## config.mk

```make
export PLATFORM = sky130hd
export DESIGN_NAME = div_unit
export DESIGN_NICKNAME = d
export VERILOG_FILES = /design/src/rtl/div_unit.sv
export SDC_FILE = /design/constraint.sdc
export NUM_CORES = 1
export LEC_CHECK = 0
export CELL_PAD_IN_SITES_DETAIL_PLACEMENT = 0
export CELL_PAD_IN_SITES_GLOBAL_PLACEMENT = 2
export CORE_UTILIZATION = 36
export DETAILED_ROUTE_END_ITERATION = 16
export PLACE_DENSITY = 0.9
export RECOVER_POWER = 100
export SETUP_SLACK_MARGIN = 0.3
export SYNTH_ARGS = -nofsm -noshare
export SYNTH_HDL_FRONTEND = slang
export SYNTH_SLANG_ARGS = --single-unit
```

## constraint.sdc

```tcl
create_clock -name clk -period 13.1 [get_ports clk]
set_clock_uncertainty 0.2 [all_clocks]
set_input_delay 1.31 -clock clk [delete_from_list [all_inputs] [get_ports clk]]
set_output_delay 1.31 -clock clk [all_outputs]
set_load 0.02 [all_outputs]
```

## src/rtl/div_unit.sv

```systemverilog
// div_unit: iterative radix-2 restoring divider for RV32M DIV/DIVU/REM/REMU.
// Requests a pipeline freeze (ex_stall) while a divide is in flight and
// presents a registered result with a one-cycle done strobe.
// Optional build macro: DIV_EARLY_OUT_EN (divide-by-zero, signed overflow
// and |dividend| < |divisor| skip the iteration loop).
module div_unit #(
  parameter int XLEN = 32
) (
  input  logic            clk,
  input  logic            rst,
  input  logic            start,
  input  logic [1:0]      op,
  input  logic [XLEN-1:0] dividend,
  input  logic [XLEN-1:0] divisor,
  input  logic            flush,
  output logic            ex_stall,
  output logic            done,
  output logic [XLEN-1:0] result
);

  localparam int CW = $clog2(XLEN);
  localparam logic [XLEN-1:0] SMIN = {1'b1, {(XLEN-1){1'b0}}};

  typedef enum logic [1:0] {S_IDLE, S_BUSY, S_DONE} state_t;

  state_t          r_state;
  state_t          w_state_next;

  logic            r_is_rem;
  logic            r_neg_q;
  logic            r_neg_r;
  logic            r_div_zero;
  logic [XLEN-1:0] r_quot;     // dividend bits shift out, quotient bits shift in
  logic [XLEN-1:0] r_rem;      // partial remainder, always < divisor
  logic [XLEN-1:0] r_dvsr;
  logic [CW-1:0]   r_cnt;
  logic            r_done;
  logic [XLEN-1:0] r_result;

  // op[0] selects unsigned, op[1] selects remainder
  logic            w_signed;
  logic            w_sign_a;
  logic            w_sign_b;
  logic [XLEN-1:0] w_abs_a;
  logic [XLEN-1:0] w_abs_b;
  logic            w_div_zero;
  logic            w_ovf;
  logic            w_early;

  logic [XLEN:0]   w_rem_shift;
  logic [XLEN-1:0] w_diff;
  logic            w_qbit;
  logic [XLEN-1:0] w_rem_step;
  logic [XLEN-1:0] w_quot_step;
  logic [XLEN-1:0] w_busy_result;
  logic [XLEN-1:0] w_early_result;

  // Applies sign correction and the architectural divide-by-zero quotient.
  function automatic logic [XLEN-1:0] f_result(
    input logic            is_rem,
    input logic            neg_q,
    input logic            neg_r,
    input logic            div_zero,
    input logic [XLEN-1:0] q_mag,
    input logic [XLEN-1:0] r_mag
  );
    logic [XLEN-1:0] v;
    if (is_rem)
      v = neg_r ? ({XLEN{1'b0}} - r_mag) : r_mag;
    else if (div_zero)
      v = {XLEN{1'b1}};
    else
      v = neg_q ? ({XLEN{1'b0}} - q_mag) : q_mag;
    return v;
  endfunction

  assign w_signed   = ~op[0];
  assign w_sign_a   = w_signed & dividend[XLEN-1];
  assign w_sign_b   = w_signed & divisor[XLEN-1];
  assign w_abs_a    = w_sign_a ? ({XLEN{1'b0}} - dividend) : dividend;
  assign w_abs_b    = w_sign_b ? ({XLEN{1'b0}} - divisor) : divisor;
  assign w_div_zero = (divisor == {XLEN{1'b0}});
  assign w_ovf      = w_signed & (dividend == SMIN) & (divisor == {XLEN{1'b1}});

`ifdef DIV_EARLY_OUT_EN
  assign w_early = w_div_zero | w_ovf | (w_abs_a < w_abs_b);
`else
  assign w_early = 1'b0;
`endif

  // One restoring step: shift in next dividend bit, subtract if it fits.
  // The subtraction only matters when it fits, so XLEN bits suffice.
  assign w_rem_shift = {r_rem, r_quot[XLEN-1]};
  assign w_qbit      = (w_rem_shift >= {1'b0, r_dvsr});
  assign w_diff      = w_rem_shift[XLEN-1:0] - r_dvsr;
  assign w_rem_step  = w_qbit ? w_diff : w_rem_shift[XLEN-1:0];
  assign w_quot_step = {r_quot[XLEN-2:0], w_qbit};

  assign w_busy_result  = f_result(r_is_rem, r_neg_q, r_neg_r, r_div_zero,
                                   w_quot_step, w_rem_step);
  // Shortcut cases: overflow gives quotient SMIN / remainder 0, the others
  // give quotient 0 (or all-ones for /0) and remainder = dividend.
  assign w_early_result = f_result(op[1], w_sign_a ^ w_sign_b, w_sign_a, w_div_zero,
                                   w_ovf ? SMIN : {XLEN{1'b0}},
                                   w_ovf ? {XLEN{1'b0}} : w_abs_a);

  // State register
  always_ff @(posedge clk) begin
    if (rst) r_state <= S_IDLE;
    else     r_state <= w_state_next;
  end

  // Next-state logic and the combinational stall request
  always_comb begin
    w_state_next = r_state;
    ex_stall     = 1'b0;
    case (r_state)
      S_IDLE: begin
        if (start) begin
          ex_stall     = 1'b1;
          w_state_next = w_early ? S_DONE : S_BUSY;
        end
      end
      S_BUSY: begin
        ex_stall = 1'b1;
        if (r_cnt == {CW{1'b0}}) w_state_next = S_DONE;
      end
      S_DONE:  w_state_next = S_IDLE;
      default: w_state_next = S_IDLE;
    endcase
    if (flush) begin
      w_state_next = S_IDLE;
      ex_stall     = 1'b0;
    end
    if (rst) ex_stall = 1'b0;
  end

  // Operand capture, iteration datapath and registered result/done
  always_ff @(posedge clk) begin
    if (rst) begin
      r_is_rem   <= 1'b0;
      r_neg_q    <= 1'b0;
      r_neg_r    <= 1'b0;
      r_div_zero <= 1'b0;
      r_quot     <= {XLEN{1'b0}};
      r_rem      <= {XLEN{1'b0}};
      r_dvsr     <= {XLEN{1'b0}};
      r_cnt      <= {CW{1'b0}};
      r_done     <= 1'b0;
      r_result   <= {XLEN{1'b0}};
    end else begin
      r_done <= (w_state_next == S_DONE);
      case (r_state)
        S_IDLE: begin
          if (start && !flush) begin
            r_is_rem   <= op[1];
            r_neg_q    <= w_sign_a ^ w_sign_b;
            r_neg_r    <= w_sign_a;
            r_div_zero <= w_div_zero;
            r_quot     <= w_abs_a;
            r_rem      <= {XLEN{1'b0}};
            r_dvsr     <= w_abs_b;
            r_cnt      <= CW'(XLEN - 1);
            if (w_early) r_result <= w_early_result;
          end
        end
        S_BUSY: begin
          if (!flush) begin
            r_quot <= w_quot_step;
            r_rem  <= w_rem_step;
            if (r_cnt == {CW{1'b0}}) r_result <= w_busy_result;
            else                     r_cnt    <= r_cnt - CW'(1);
          end
        end
        default: ;
      endcase
    end
  end

  assign done   = r_done;
  assign result = r_result;

endmodule

```

After elaboration in Yosys (flattened, before gate mapping)
Cells that the tools add are included.
Widths: inputs -> output; s select.
- equality and inequality tests: 5
- order comparisons: 1
- mux-type cells: 25
- reduce and logical (&&, ||, !) cells: 10
- add/subtract/negate cells: 6
- bitwise gates (word level): 5
- operator list (operator ; number):
    $mux 32 ; 11
    $pmux 32 s2 ; 2
    $sub 1x32->32 const A ; 4
    $ge 33x32->1 ; 1
    $logic_not 32->1 ; 1
    $sub 32x32->32 ; 1
    $mux 5 ; 3
    $pmux 5 s2 ; 1
    $mux 2 ; 3
    $ne 2x2->1 const B ; 3
    $reduce_and 3->1 ; 2
    $logic_not 5->1 ; 1
    $sub 5x1->5 const B ; 1
    $pmux 2 s2 ; 1
    $reduce_and 4->1 ; 1
    $mux 1 ; 3
    $and 1x1->1 ; 2
    $eq 2x1->1 const B ; 1
    $eq 2x2->1 const B ; 1
    $logic_not 2->1 ; 1
    $not 1->1 ; 2
    $pmux 1 s2 ; 1
    $reduce_and 2->1 ; 1
    $reduce_bool 2->1 ; 1
    3 further kinds ; 3
- input port bits: 70
- bits in registers: 140

Depth between registers and ports, before layout
- depth after elaboration: 5
- gate-level depth with buffers: 21
- mapped depth without buffers: 17

Worst setup path before layout
OpenSTA, ideal clock, no wires.
- kind: register to register
- start point: register r_dvsr[12]
- end point: register r_result[22] (netlist: result[22])
- arrival time: 4027 ps
- setup time: 117 ps
- cell stages (with the launch flop): 20
- required time: 12783 ps
- slack: 8755 ps
- path through: dfxtp_1 > inv_1 > ha_1 > buf_2 > nand2_1 > or4_1 > a211o_1 > nand3_2 > a41o_2 > buf_2 > buf_2 > buf_2 > mux2i_1 > ha_1 > and3_1 > a2bb2oi_1 > o31ai_1 > xor2_1 > nand2_1 > a32o_1
- longest elaborated chain between the ends: 5
- ends and longest elaborated chain (element ; RTL line ; source):
    from (decl) ; 35 ; logic [XLEN-1:0] r_dvsr;
    from (signal assigned) ; 147 ; r_dvsr <= {XLEN{1'b0}};
    from (signal assigned) ; 162 ; r_dvsr <= w_abs_b;
    $sub 32x32->32 / $ge 33x32->1 (equally long branches) ; 95, 94 ;
    $mux 32 / $sub 1x32->32 (equally long branches) ; 96, 73 ;
    $sub 1x32->32 / $mux 32 (equally long branches) ; 69, 73 ;
    $mux 32, on equally long branches ; 69, 70 ;
    $mux 32 (*) ; 68 ; if (is_rem)
    to (signal assigned) ; 150 ; r_result <= {XLEN{1'b0}};
    to (signal assigned) ; 164 ; if (w_early) r_result <= w_early_result;
    to (signal assigned) ; 171 ; if (r_cnt == {CW{1'b0}}) r_result <= w_busy_result;
    to (decl) ; 38 ; logic [XLEN-1:0] r_result;
Every way passes the cells marked *; elsewhere a longest branch is shown, timed or not.
A chain may end at the register's enable or synchronous reset.

Final worst setup path
- start point: register r_rem[11]
- end point: register r_result[29] (netlist: result[29])
- longest elaborated chain between the ends: 5
- ends and longest elaborated chain (element ; RTL line ; source):
    from (decl) ; 34 ; logic [XLEN-1:0] r_rem;
    from (signal assigned) ; 146 ; r_rem <= {XLEN{1'b0}};
    from (signal assigned) ; 161 ; r_rem <= {XLEN{1'b0}};
    from (signal assigned) ; 170 ; r_rem <= w_rem_step;
    $sub 32x32->32 / $ge 33x32->1 (equally long branches) ; 95, 94 ;
    $mux 32 / $sub 1x32->32 (equally long branches) ; 96, 73 ;
    $sub 1x32->32 / $mux 32 (equally long branches) ; 69, 73 ;
    $mux 32, on equally long branches ; 69, 70 ;
    $mux 32 (*) ; 68 ;
Marks and branches as above.

==> results_dict.tcl <==
set metrics [dict create \
    drv_cap 6 \
    setup_viol 0 \
    ys_top_cells_by_area "dfxtp_1, nor2_1, a21oi_1" \
    utilization_pct 42.9 \
    coreArea_um2 28800 \
    ff2ff_path_depth 14 \
    post-route-min-period_ns 7.13 \
    critPathTopFamily "compound AO/OA/AOI/OAI gates" \
    synth_edf_count 0 \
    crit_start "r_rem[11]" \
    grt_pass1_vias 9752 \
    tightest_slew_ns 2.72 \
    start_util_pct 36.6 \
    path_depth 14 \
    status "finished, violations left" \
    n_fill_cell 3005 \
    num_rows 62 \
    cts-buffers-inserted 17 \
    power_w 0.00129 \
    hpwl_mm 25.7 \
    relSlewSlack_pct -81.4 \
    critPathArrivalTime_ns 7.23 \
    synth_most_common_cell "nor2_1" \
    areaGrowthSynthToFinish_pct 17.0 \
    r2r_setup_slack_ns 5.97 \
    crit-reg2reg-capture "result[29]" \
    ctsHoldBuffers 0 \
    root_buffer "clkbuf_16" \
    synth.distinct_cells 76 \
    finalHoldViolCount 0 \
    crit_chain "ha_1 -> nand2_1 -> or4_1 -> a211o_1 -> nand3_1 -> a41o_1 -> inv_1 -> nor3_1 -> nand2_1 -> o2bb2a_1 -> or4_1 -> o41ai_1 -> xor2_1 -> a21oi_1" \
    max_stage_delay_ns 1.26 \
    cts_resized 0 \
    drv_slew 313 \
    cts_sinks 140 \
    fp.dieH_um 173 \
    r2r-start "r_rem[11]" \
    synth_area_um2 10500 \
    first_iter_violations 772 \
    drtAntennaViolNets 0 \
    fin_nets 1604 \
    grt_usage_pct 22.3 \
    postSynthCellCount 1456 \
    hp-class "flop to flop" \
    setup-tns-final_ns 0 \
    wl_per_cell_um 17.8 \
    peakVddDrop_mv 0.0785 \
    synth_top_area_share_pct 26.6 \
    synth_commonest_cells "nor2_1, a21oi_1, dfxtp_1" \
    path_max_fanout 58 \
    yosysSeqAreaShare_pct 26.6 \
    worst_path_max_delay_cell "a41o_1" \
    antennaDiodeCount 0 \
    worst_setup_path_start_kind "flop" \
    pin_count 104 \
    die_x_um 173 \
    drive_gt1_share_pct 3.45 \
    timing.hold.ws_ns 0.264 \
    power_leakage_nw 4.63 \
    cts_tree "yes" \
    vias_per_cell 5.60 \
    multi_input_area_um2 7160 \
    rsz0062_at_grt "no" \
    power_density_nw_per_um2 105 \
    max_freq_ghz 0.140 \
    synth_top_area_cell "dfxtp_1" \
    die-area_um2 30000 \
    clk_pin_slew_ns 0.06 \
    syn_area_per_cell_um2 7.24 \
    clock_path_buffers 2 \
    cts_setup_buffers 0 \
    ys_ff_latch 140 \
    gp_congestion 0.875 \
    critPathBufInv 1 \
    port_buffers 103 \
    path_class "flop to flop" \
    grt_first_pass_wirelength_mm 53.5 \
    ys_async_sr_fraction_pct 0 \
    drc 0 \
    ys.flop_type "dfxtp_1" \
    violations "capacitance limit, slew limit" \
    routed_wl_mm 33.7 \
    synth_fp_nets 1564 \
    antenna_found_initial 3 \
    end_kind "flop" \
    grt_max_degree 78 \
    ctsHtreeMaxLevel 4 \
    ff_latch_area_um2 2800 \
    post-route-period-util_pct 54.5 \
    required_ns 13.20 \
    dr.pass1.iters 5 \
    overflow 0 \
    crit_end "result[29]" \
    clk_latency_ns 0.43 \
    vias 10600 \
    synth.yosys.warnings 0 \
]
## worst min-delay path by stage
stage	depth (start not counted)	to	start
global route	2	result[6]	result[6]
floorplan	2	r_dvsr[31]	r_dvsr[31]
detailed placement	2	r_is_rem	r_is_rem
CTS	2	r_is_rem	r_is_rem
finish	2	r_is_rem	r_is_rem
global placement	2	r_is_rem	r_is_rem
## cells in the final DEF (no fill, tap or decap), types with 7 or more instances in the layout
master           instances
dfxtp_1                140
a211oi_1                65
xor2_1                  69
nor2_1                 248
a21oi_1                146
a311oi_1                 9
nor2b_1                 11
nand3_1                 18
or3_1                   19
or4_1                   11
nand4_1                 13
xnor2_1                 60
o31ai_1                 21
a221oi_1                18
ha_1                    37
o221ai_1                 9
mux2i_1                 14
o21ai_0                 76
clkdlybuf4s50_1         65
o41ai_1                 13
nor3_1                  30
dlygate4sd3_1           37
a211o_1                  7
nand2_1                117
inv_6                    7
and2_1                   9
and3_1                   9
nand2b_1                17
nor4_1                  15
inv_1                   51
a21o_1                  11
a31oi_1                  7
buf_4                    8
a22oi_1                 23
clkbuf_16               17
## cell type report
cell class / count / share of cell area, %
inverters: 51 / 1.55
repair buffers: 114 / 8.89
clock inverters: 15 / 1.42
flip-flops and latches: 140 / 22.7
clock buffers: 17 / 3.45
well taps: 384 / 3.89
multi-input cells: 1172 / 58.1
## worst min-delay path: stages (launching register included)
cell,delay [ns]
dfxtp_1,0.31
nand2_1,0.05
a21oi_1,0.05
## power by group
part	internal (W)	total, W	switching [W]
clock	0.000288	0.000508	0.000220
combinational	0.000122	0.000321	0.000199
sequential	0.000443	0.000462	0.0000189
## per-layer routing
| metal | vias up | global-route usage, % | routed length, um |
|---|---|---|---|
| met1 | 4991 | 31.7 | 16600 |
| met4 | 0 | 5.57 | 509 |
| met3 | 32 | 2.62 | 1520 |
| met2 | 245 | 35.5 | 15100 |
| met5 | - | 0 | 0 |
| li1 | 5324 | - | - |
## state kept, by name, summed over array words and instances (netlist names)
register,cells
r_rem,32
r_quot,32
r_is_rem,1
r_state,2
r_neg_q,1
done,1
r_neg_r,1
r_dvsr,32
r_div_zero,1
r_cnt,5
result,32
## stage by stage
step,area (um^2),setup WS [ns],cells
floorplan,10500,8.76,1456
global placement,11800,7.82,1861
detailed placement,11800,7.76,1861
CTS,12400,7.72,1893
global route,12300,5.38,1893
finish,12300,5.97,1893
## kinds of logic (layout without fill, tap and decap cells)
kind of cell               count (synthesis)  count (layout)  share of synthesized area [%]
muxes                                     16              16                           1.54
DFF                                      140             140                           26.6
adders and majority gates                 38              38                           4.58
xor gates and xnor gates                 129             129                           10.7
buffers and inverters                    144             197                           5.33
and+or+nand+nor                          539             539                           23.4
AOI/OAI and AO/OA                        450             450                           27.9
Power figures use the tool's default switching activity.
